File: src/rtl/reg_bank_sequencer.sv
// Three-state control sequencer driving the register bank strobes, ALU select and bus sources.
// Optional REGSEQ_ZERO_REG_EN makes register 0 a hardwired zero (no write strobe, bus undriven).
module reg_bank_sequencer #(
    parameter int unsigned NUM_REGS  = 16,
    parameter int unsigned DATA_BITS = 8,
    localparam int unsigned IDX_BITS = $clog2(NUM_REGS)
) (
    input  logic                 clk,
    input  logic                 reset,
    input  logic                 instr_valid,
    output logic                 instr_ready,
    input  logic [2:0]           op,
    input  logic [IDX_BITS-1:0]  rd,
    input  logic [IDX_BITS-1:0]  rs_a,
    input  logic [IDX_BITS-1:0]  rs_b,
    input  logic [DATA_BITS-1:0] imm,
    output logic [NUM_REGS-1:0]  out0_en,
    output logic [NUM_REGS-1:0]  out1_en,
    output logic [NUM_REGS-1:0]  load,
    output logic [2:0]           alu_op,
    output logic                 alu_out_en,
    output logic                 imm_en,
    output logic [DATA_BITS-1:0] imm_out,
    output logic                 retired
);

    localparam logic [2:0] OpLdi   = 3'b001;
    localparam logic [2:0] OpMov   = 3'b010;
    localparam logic [2:0] OpAdd   = 3'b011;
    localparam logic [2:0] AluPass = 3'b000;

    typedef enum logic [1:0] {StIdle, StRead, StWrite} state_e;

    state_e               state_q, state_d;
    logic [2:0]           op_q, op_d;
    logic [IDX_BITS-1:0]  rd_q, rd_d, rs_a_q, rs_a_d, rs_b_q, rs_b_d;
    logic [DATA_BITS-1:0] imm_q, imm_d;

    logic                 accept;
    logic                 uses_src, is_alu, wr_ok;
    logic                 ready_d, alu_out_en_d, imm_en_d, retired_d;
    logic [NUM_REGS-1:0]  out0_d, out1_d, load_d;
    logic [2:0]           alu_op_d;
    logic [DATA_BITS-1:0] imm_out_d;

    always_comb begin
        accept = instr_valid && (state_q == StIdle);
        op_d   = accept ? op   : op_q;
        rd_d   = accept ? rd   : rd_q;
        rs_a_d = accept ? rs_a : rs_a_q;
        rs_b_d = accept ? rs_b : rs_b_q;
        imm_d  = accept ? imm  : imm_q;

        state_d = state_q;
        unique case (state_q)
            StIdle:  if (accept) state_d = (op >= OpMov) ? StRead : StWrite;
            StRead:  state_d = StWrite;
            StWrite: state_d = StIdle;
            default: state_d = StIdle;
        endcase
    end

    // Outputs are decoded from the next state and next fields, then registered.
    always_comb begin
        uses_src     = (op_d >= OpMov);
        is_alu       = (op_d >= OpAdd);
`ifdef REGSEQ_ZERO_REG_EN
        wr_ok        = (rd_d != '0);
`else
        wr_ok        = 1'b1;
`endif
        ready_d      = (state_d == StIdle);
        out0_d       = '0;
        out1_d       = '0;
        load_d       = '0;
        alu_op_d     = AluPass;
        alu_out_en_d = 1'b0;
        imm_en_d     = 1'b0;
        imm_out_d    = '0;
        retired_d    = 1'b0;

        if (state_d != StIdle && uses_src) begin
            out0_d[rs_a_d] = 1'b1;
            if (is_alu) begin
                out1_d[rs_b_d] = 1'b1;
                alu_op_d       = op_d - 3'd2;
            end
        end

        if (state_d == StWrite) begin
            retired_d = 1'b1;
            if (op_d == OpLdi) begin
                imm_out_d      = imm_d;
                imm_en_d       = wr_ok;
                load_d[rd_d]   = wr_ok;
            end else if (uses_src) begin
                alu_out_en_d   = wr_ok;
                load_d[rd_d]   = wr_ok;
            end
        end
    end

    always_ff @(posedge clk) begin
        if (reset) begin
            state_q     <= StIdle;
            op_q        <= '0;
            rd_q        <= '0;
            rs_a_q      <= '0;
            rs_b_q      <= '0;
            imm_q       <= '0;
            instr_ready <= 1'b1;
            out0_en     <= '0;
            out1_en     <= '0;
            load        <= '0;
            alu_op      <= AluPass;
            alu_out_en  <= 1'b0;
            imm_en      <= 1'b0;
            imm_out     <= '0;
            retired     <= 1'b0;
        end else begin
            state_q     <= state_d;
            op_q        <= op_d;
            rd_q        <= rd_d;
            rs_a_q      <= rs_a_d;
            rs_b_q      <= rs_b_d;
            imm_q       <= imm_d;
            instr_ready <= ready_d;
            out0_en     <= out0_d;
            out1_en     <= out1_d;
            load        <= load_d;
            alu_op      <= alu_op_d;
            alu_out_en  <= alu_out_en_d;
            imm_en      <= imm_en_d;
            imm_out     <= imm_out_d;
            retired     <= retired_d;
        end
    end

endmodule

File: config.mk
export PLATFORM = sky130hd
export DESIGN_NAME = reg_bank_sequencer
export DESIGN_NICKNAME = d
export VERILOG_FILES = /design/src/rtl/reg_bank_sequencer.sv
export SDC_FILE = /design/constraint.sdc
export NUM_CORES = 1
export LEC_CHECK = 0
export CAP_MARGIN = 25
export CORE_MARGIN = 2
export CORE_UTILIZATION = 50
export CTS_CLUSTER_SIZE = 16
export DETAILED_ROUTE_END_ITERATION = 12
export HOLD_SLACK_MARGIN = 0.15
export MAX_ROUTING_LAYER = met4
export PLACE_DENSITY = 0.84
export SETUP_SLACK_MARGIN = 0.02
export SLEW_MARGIN = 20
export SYNTH_ARGS = -nofsm -noshare
export SYNTH_HDL_FRONTEND = slang
export SYNTH_SLANG_ARGS = --single-unit
File: constraint.sdc
create_clock -name clk -period 4.3 [get_ports clk]
set_input_delay 1.29 -clock clk [delete_from_list [all_inputs] [get_ports clk]]
set_output_delay 1.29 -clock clk [all_outputs]
set_load 0.02 [all_outputs]
==> metrics.txt <==
Mapped Area 0.002999 mm2; Hold Path Sink rs_b_q[3]; port bufs 88; hpwl dp 4565 um; number of gates resized after CTS 0; delay-heaviest family, CP simple AND/OR/NAND/NOR gates; Ports 89; crit path DAT 3.81 ns; Synth Register Bits 88; RSZ-0062 raised after global routing no; post-synthesis xor/xnor area fraction 0%; Post-synth EDFFs 0; first-pass GRT wire length 9984 um; htree depth 3; highest clock rate 284.7 MHz; setup_tns 0 ns; cell breakdown of the critical path clkdlybuf4s50_1 -> or3b_2 -> mux2i_1 -> ha_1 -> inv_1 -> o211a_1 -> o21ai_0 -> nor2_1; Yosys warning total 0; maximum fanout along the worst path 9; clock buffer depth 2; Pwr Density 397.6 mW/mm2; HP Class register to register; Worst Slack Setup Final 0.7872 ns; via count 2,400; critical path capture point type register; post-synthesis async set-or-reset flop share 0%; GRT overflow 0; CTS tree yes; RR Endpoint out0_en[6]; Critical R2R Launch state_q[0]; combinational family with the most area after synthesis simple AND/OR/NAND/NOR gates; startpoint types input port; Avg Vias per Cell 5.042; leak pwr 0.001586 uW; final hold violation count 0; Clock Sinks 88; router iterations before antenna repair 5; hold buffer count at cts 0; status finished, final reports clean; Primary FF master, synth dfxtp_1; FF-to-FF path depth 7; multiplexer share of the synthesized area 7.801%; Tmin final 3.513 ns; distinct cell type count after synthesis 31; initial antenna violation count 0; Initial DRC Count 119; critical path's largest stage delay 0.59 ns; CORE AREA 0.005851 mm2; R2R Setup Slk 1.87 ns; die height 81.45 um; setup violators final 0; Pins Over Slew Limit 0; Syn Inst Count 303; Synth Area in Simple Gates 21.40%; Syn Nets 330; Antenna Nets Post-Route 0; Net count, final 423; GRT Util Overall 20.63%; Rows 28; Synth Area in Adders 0.4172%; DRC Markers 0; vias in the first global route 2,189; Synth Area in Compound Gates 8.427%; Post-Route WL 6350 um; Worst-path clk slew 0.09 ns; Antenna Cells 0; critical path class input port to register; Worst-Margin Slew 0.5151 ns; final setup skew 0.01132 ns; worst vdd ir 0.2949 mV; CP Buf/Inv Count 2; share of layout cells above drive strength 1 8.229%; routability cong. 0.7516; Slew headroom 65.51%; initial core utilization 51.26%; Final period util 81.69%; Hold Crit Start rs_b_q[3]; sequential area share after synthesis 58.74%; pin count of the biggest net entering global routing 35; setup bufs post-CTS 0; die area 0.006634 mm2; syn avg cell area 9.898 um2; CP Data Required Time 4.59 ns; CP max-delay cell or3b_2; P&R area growth vs syn 38.72%; Root Driver clkbuf_8; WL/cell 13.34 um; CTS Buf Count 9; maxcap violations 0; hold path cells 2; Skew-Pair Late Insertion Delay 0.35 ns; Place WS 0.4305 ns; Die Wd 81.45 um
-- flip-flops by register name, indices dropped and copies added (netlist names) --
name and count:
alu_op 3, alu_out_en 1, imm_en 1, imm_out 8
imm_q 8, instr_ready 1, load 16, op_q 3
out0_en 16, out1_en 16, rd_q 4, retired 1
rs_a_q 4, rs_b_q 4, state_q 2
-- cell usage after synthesis, types with 2 or more instances --
cell type	instances	area share [%]
dfxtp_1	88	59
nor2_1	76	9.5
nand2_1	30	3.8
nor3b_1	16	4.0
mux2i_1	14	4.7
a21oi_1	12	2.0
o21ai_0	9	1.5
inv_1	8	1.0
nor3_1	7	1.2
a32oi_1	4	1.2
and3_1	4	0.83
buf_6	4	1.5
nand2b_1	4	0.83
a31oi_1	3	0.63
mux2_2	3	1.1
buf_2	2	0.33
clkbuf_1	2	0.25
mux2i_4	2	1.5
o211ai_4	2	1.4
o21a_1	2	0.50
-- logic make-up after synthesis --
| family | Yosys count |
|---|---|
| compound gates | 36 |
| fa+ha+maj | 1 |
| buf+inv | 17 |
| flops | 88 |
| mux | 20 |
| simple gates | 141 |
-- through the flow --
step	hold WS [ns]	utilization (%)	std cells	power (uW)	cell area [um2]
after global placement	0.4526	67.17	460	1032	3930
after global routing	0.5184	71.11	476	1718	4160
final	0.4830	71.11	476	1654	4160
after CTS	0.4864	71.11	476	1666	4160
after floorplan	0.4452	-	303	978.3	2999
after detailed placement	0.4716	67.17	460	1037	3930
-- worst max-delay path by stage --
stage          slack [ns]     endpoint         from  cells past startpoint
2_1_floorplan        1.15  out1_en[10]  instr_valid                     10
5_1_grt              0.63   out0_en[6]  instr_valid                      8
6_report             0.79   out0_en[6]  instr_valid                      8
3_5_place_dp         0.43   out0_en[6]  instr_valid                      8
4_1_cts              0.79   out0_en[6]  instr_valid                      8
3_3_place_gp         0.50   out1_en[1]  instr_valid                      8
-- tightest hold or removal path, stage by stage, from the launching register on --
cell and delay [ns]:
dfxtp_1 0.33, nand2_1 0.06, a21oi_1 0.06
-- power breakdown --
group          switching (uW)  total [uW]  internal (uW)
Combinational            94.4         170           75.3
Sequential               13.5         849            836
Clock                     277         635            358
-- cell type report --
type / count / area, um2
timing repair buffer: 91 / 903.4
multi-input combinational: 198 / 1141
tap: 75 / 93.84
fill: 448 / 1690
inverter: 8 / 30.03
clock buffer: 11 / 151.4
clock inverter: 5 / 78.83
sequential: 88 / 1762
-- layout by cell type (no fill, tap or decap), drive strengths merged --
cell type / instances
dfxtp: 88
o21a: 2
bufinv: 2
nand2b: 4
a21oi: 12
o211ai: 2
o21ai: 11
inv: 8
buf: 3
nor3: 7
a32oi: 4
nor2: 77
o211a: 1
ha: 1
mux2i: 16
nor3b: 17
mux2: 4
nand2: 31
clkdlybuf4s50: 88
clkinv: 3
clkbuf: 11
or3b: 1
and3: 4
a31oi: 4
-- layer usage --
layer / vias to the layer above / GRT usage (%) / share of wire (%)
met4: 0 / 7.627 / 1.4
li1: 1189 / - / -
met5: - / - / 0
met1: 1126 / 23.11 / 44
met2: 76 / 34.43 / 49
met3: 9 / 6.703 / 5.6
(Power assumes the default switching activity.)
==> patch 1, RTL diff (same settings) <==
`rd_q`, `imm_q` and `imm_out` no longer have a reset.
--- a/src/rtl/reg_bank_sequencer.sv
+++ b/src/rtl/reg_bank_sequencer.sv
@@ -104,10 +104,8 @@
         if (reset) begin
             state_q     <= StIdle;
             op_q        <= '0;
-            rd_q        <= '0;
             rs_a_q      <= '0;
             rs_b_q      <= '0;
-            imm_q       <= '0;
             instr_ready <= 1'b1;
             out0_en     <= '0;
             out1_en     <= '0;
@@ -115,15 +113,12 @@
             alu_op      <= AluPass;
             alu_out_en  <= 1'b0;
             imm_en      <= 1'b0;
-            imm_out     <= '0;
             retired     <= 1'b0;
         end else begin
             state_q     <= state_d;
             op_q        <= op_d;
-            rd_q        <= rd_d;
             rs_a_q      <= rs_a_d;
             rs_b_q      <= rs_b_d;
-            imm_q       <= imm_d;
             instr_ready <= ready_d;
             out0_en     <= out0_d;
             out1_en     <= out1_d;
@@ -131,10 +126,15 @@
             alu_op      <= alu_op_d;
             alu_out_en  <= alu_out_en_d;
             imm_en      <= imm_en_d;
-            imm_out     <= imm_out_d;
             retired     <= retired_d;
         end
     end
 
+    always_ff @(posedge clk) begin
+        rd_q    <= rd_d;
+        imm_q   <= imm_d;
+        imm_out <= imm_out_d;
+    end
+
 endmodule
 
Formal check against the unedited RTL: not equivalent (a bounded check fails within 4 cycles, from zero or initial values and one cycle with reset high).
==> patch 1 against the unedited design <==
- synthesized cell count fell by 1.7%
- sequential power up 2%
- area after synthesis down 2.1%
- design area shrank 1.7%
- hold slack got worse by 0.038 ns
- setup slack got worse by 0.14 ns
- critical path depth stayed put
- largest cell class unchanged
- highest routed layer unchanged
- sequential cell count did not move
- wire length grew 1.3%
- power rose by 4.3%
- critical path type unchanged
==> patch 1: results (changes against the unedited design) <==
[cells_and_area]
finalNetCount=415  ; was 423
drive_above_1_share_pct=7.12  ; was 8.23%

[pwr]
vdd_drop_max_mv=0.341  ; was 0.295 mV

[worst_setup_path]
r2r_slack_ns=1.69  ; was 1.87 ns
path_max_fanout=13  ; was 9
r2r-end=out1_en[6]  ; was out0_en[6]
crit_arrival_ns=3.94  ; was 3.81 ns

[global_route]
track_usage_pct=22.3  ; was 20.6%
globalRouteMet2Util_pct=37.2  ; was 34.4%
grt_max_degree=29  ; was 35
grt_pass1_wl_mm=10.5  ; was 9.98 mm
met1_usage_pct=23.9  ; was 23.1%
grt_use_met3_pct=7.53  ; was 6.70%

[place]
place_ws_ns=0.339  ; was 0.431 ns
gp_congestion=0.858  ; was 0.752
dp_hpwl_mm=4.57  ; was 4.56 mm
placedCellCount=449  ; was 460
post_dp_cell_area_um2=3850  ; was 3930 um2

[timing]
post-route-min-period_ns=3.66  ; was 3.51 ns
holdWs_ns=0.445  ; was 0.483 ns

[route]
vias=2340  ; was 2400
wl_met3_um=435  ; was 355 um
dr.pass1.iters=4  ; was 5
wl_met2_mm=3.27  ; was 3.10 mm

[yosys]
synth_common_cells=dfxtp_1 (88), nor2_1 (45), nand2_1 (42)  ; was dfxtp_1 (88), nor2_1 (76), nand2_1 (30)
yosysUniqueCellTypes=30  ; was 31
synth_nets=325  ; was 330
synth_area_leaders=dfxtp_1 (60%), nor2_1 (5.8%), nand2_1 (5.4%), nor3_1 (3.6%), nor3b_1 (3.6%)  ; was dfxtp_1 (59%), nor2_1 (9.5%), mux2i_1 (4.7%), nor3b_1 (4.0%), nand2_1 (3.8%)

[run_status]
status=complete, no violations  ; unchanged

patch 1: cell types whose count changed after synthesis, moves of 4 or more:
cell,before,now
mux2i_1,14,8
nor2_1,76,45
a32oi_1,4,0
nand4_1,0,4
a21oi_1,12,16
nand2_1,30,42
nor3_1,7,21
a31oi_1,3,11
patch 1: worst max-delay path, stage by stage:
cell             delay (ns)
clkdlybuf4s50_1        0.53
or3b_2                 0.67
mux2i_1                0.23
ha_1                   0.27
inv_1                  0.13
o211a_1                0.38
nand4_1                0.28
nor2_1                 0.17
patch 1: how the worst min path moves through the flow:
stage / depth (start not counted) / startpoint / end
6_report: 2 / imm_q[6] / imm_q[6]
3_3_place_gp: 2 / imm_q[7] / imm_q[7]
2_1_floorplan: 2 / imm_q[0] / imm_q[0]
5_1_grt: 2 / imm_q[7] / imm_q[7]
3_5_place_dp: 2 / imm_q[6] / imm_q[6]
4_1_cts: 2 / imm_q[6] / imm_q[6]
patch 1: cell type report:
type,instances,area (um2)
fill,418,1490
clock buffer,11,131
clock inverter,5,105
multi-input combinational,188,1060
sequential,88,1760
timing repair buffer,91,903
inverter,10,37.5
tap,72,90.1
patch 1: kinds of logic (layout without fill, tap and decap cells):
group | count (synthesis) | count (layout) | share of synthesized area [%]
adders and majority gates | 1 | 1 | 0.426
and+or+nand+nor | 135 | 135 | 21.5
AOI/OAI and AO/OA | 38 | 38 | 7.84
DFF | 88 | 88 | 60.0
muxes | 14 | 14 | 6.05
buffers and inverters | 22 | 117 | 4.13
patch 1: power groups by stage:
stage               Clock [mW]  Combinational (mW)  Sequential (mW)
floorplan                    0               0.124            0.890
global placement             0               0.192            0.883
detailed placement           0               0.196            0.885
CTS                      0.670               0.199            0.866
global route             0.704               0.218            0.870
finish                   0.659               0.200            0.866
==> patch 2, RTL diff (config.mk and constraints unchanged) <==
Made on the original files. Build with the macro `REGSEQ_ZERO_REG_EN` defined.
--- a/src/rtl/reg_bank_sequencer.sv
+++ b/src/rtl/reg_bank_sequencer.sv
@@ -1,5 +1,7 @@
 // Three-state control sequencer driving the register bank strobes, ALU select and bus sources.
 // Optional REGSEQ_ZERO_REG_EN makes register 0 a hardwired zero (no write strobe, bus undriven).
+`define REGSEQ_ZERO_REG_EN
+
 module reg_bank_sequencer #(
     parameter int unsigned NUM_REGS  = 16,
     parameter int unsigned DATA_BITS = 8,
Behaviour: not the same (a bounded check fails within 4 cycles, from zero or initial values and one cycle with reset high).
==> patch 2 against the unedited design <==
- global-route usage grew 0.31 points
- design area is 0.60% higher
- wire length is 4.0% higher
- clock skew about the same
- area after synthesis up 2.3%
- sequential cell count down 1
- power shrank 0.28%
- setup slack worse by 0.047 ns
- critical endpoint is now out1_en[12]
- largest power group unchanged
==> patch 2: results (changes against the unedited design) <==
[yosys]
synth_nets=341  ; was 330
yosysUniqueCellTypes=37  ; was 31
seq_area_frac_synth_pct=56.8  ; was 58.7%
synth_area_leaders=dfxtp_1 (57%), nor2_1 (6.4%), nor3_1 (5.4%), nor3b_1 (5.1%), mux2i_1 (2.9%)  ; was dfxtp_1 (59%), nor2_1 (9.5%), mux2i_1 (4.7%), nor3b_1 (4.0%), nand2_1 (3.8%)

[worst_setup_path]
path_max_fanout=18  ; was 9
slowest_delay_ns=0.63  ; was 0.59 ns
r2r_slack_ns=1.82  ; was 1.87 ns
r2r-end=out1_en[12]  ; was out0_en[6]
regToRegStartpoint=state_q[1]  ; was state_q[0]

[route]
dr.pass1.iters=4  ; was 5
vias=2507  ; was 2400
drt_iter0_markers=106  ; was 119
wire_per_inst_um=13.8  ; was 13.3 um

[place]
place_ws_ns=0.390  ; was 0.431 ns
gp_congestion=0.795  ; was 0.752
dp_hpwl_mm=4.68  ; was 4.56 mm

[pwr]
power_leakage_nw=1.54  ; was 1.59 nW

[timing]
fmaxAchievable_ghz=0.281  ; was 0.285 GHz
clock_skew_ns=0.0116  ; was 0.0113 ns
slew_headroom_pct=55.9  ; was 65.5%

[hold_path]
min_from=imm_q[3]  ; was rs_b_q[3]
worstHoldEndpoint=imm_q[3]  ; was rs_b_q[3]

[global_route]
grt_pass1_wl_mm=10.5  ; was 9.98 mm
grt_max_degree=43  ; was 35
grt_pass1_vias=2244  ; was 2189
track_usage_pct=20.9  ; was 20.6%

[run_status]
status=complete, no violations  ; unchanged

-- patch 2: changes by cell type in the layout (fill, tap and decap cells not counted), moves of 3 or more --
cell      change
a32oi_1       -4
nor3b_1       +5
o21ai_0       -5
mux2i_1       -5
nand2b_1      -4
nand2_1       -9
nor2_1       -24
nand3_1       +4
a31oi_1       +9
nor3_1       +26
o211ai_1      +4
nor2b_1       +3
o221ai_2      +4
-- patch 2: cell type report --
cell class	instances	area, um2
sequential	87	1740
fill	437	1740
multi-input combinational	203	1200
timing repair buffer	90	893
clock buffer	11	141
tap	75	93.8
clock inverter	5	81.3
inverter	8	30.0
-- patch 2: worst max path at each step --
| stage | startpoint | endpoint | cells past startpoint |
|---|---|---|---|
| floorplan | instr_valid | out1_en[10] | 10 |
| global placement | instr_valid | out1_en[14] | 6 |
| detailed placement | instr_valid | out1_en[9] | 6 |
| CTS | instr_valid | out1_en[9] | 6 |
| global route | instr_valid | out1_en[9] | 6 |
| finish | instr_valid | out1_en[12] | 6 |
-- patch 2: cells by family after synthesis --
| group | after synthesis | share of synthesized area [%] |
|---|---|---|
| simple gates | 144 | 23.1 |
| buf+inv | 24 | 4.16 |
| fa+ha+maj | 1 | 0.408 |
| mux | 15 | 5.59 |
| compound gates | 40 | 9.26 |
| xor+xnor | 2 | 0.571 |
| other cells | 1 | 0.122 |
| flops | 87 | 56.8 |
-- patch 2: per-layer routing --
layer / up-vias / part of all wire, % / GRT usage (%)
li1: 1249 / - / -
met1: 1151 / 46 / 26.0
met2: 101 / 47 / 32.6
met3: 6 / 6.8 / 4.78
met4: 0 / 0.91 / 9.50
met5: - / 0 / -
-- patch 2: metrics by stage --
stage	utilization, %	std cells	area, um2	hold WS (ns)
5_1_grt	70.7	479	4190	0.534
2_1_floorplan	-	314	3070	0.460
4_1_cts	70.7	479	4190	0.500
3_3_place_gp	66.9	463	3960	0.470
6_report	70.7	479	4190	0.497
3_5_place_dp	66.9	463	3960	0.482
-- patch 2: worst max-delay path: cells and delay by family --
family          cells  cell delay (ns)
buf+inv             1             0.51
fa+ha+maj           1             0.31
compound gates      1             0.58
mux                 1             0.30
simple gates        2             0.78
-- patch 2: power by group through the flow --
| stage | sequential (mW) | combinational (mW) | clock, mW |
|---|---|---|---|
| floorplan | 0.864 | 0.121 | 0 |
| global placement | 0.860 | 0.184 | 0 |
| detailed placement | 0.861 | 0.189 | 0 |
| CTS | 0.842 | 0.190 | 0.624 |
| global route | 0.845 | 0.209 | 0.658 |
| finish | 0.842 | 0.190 | 0.617 |
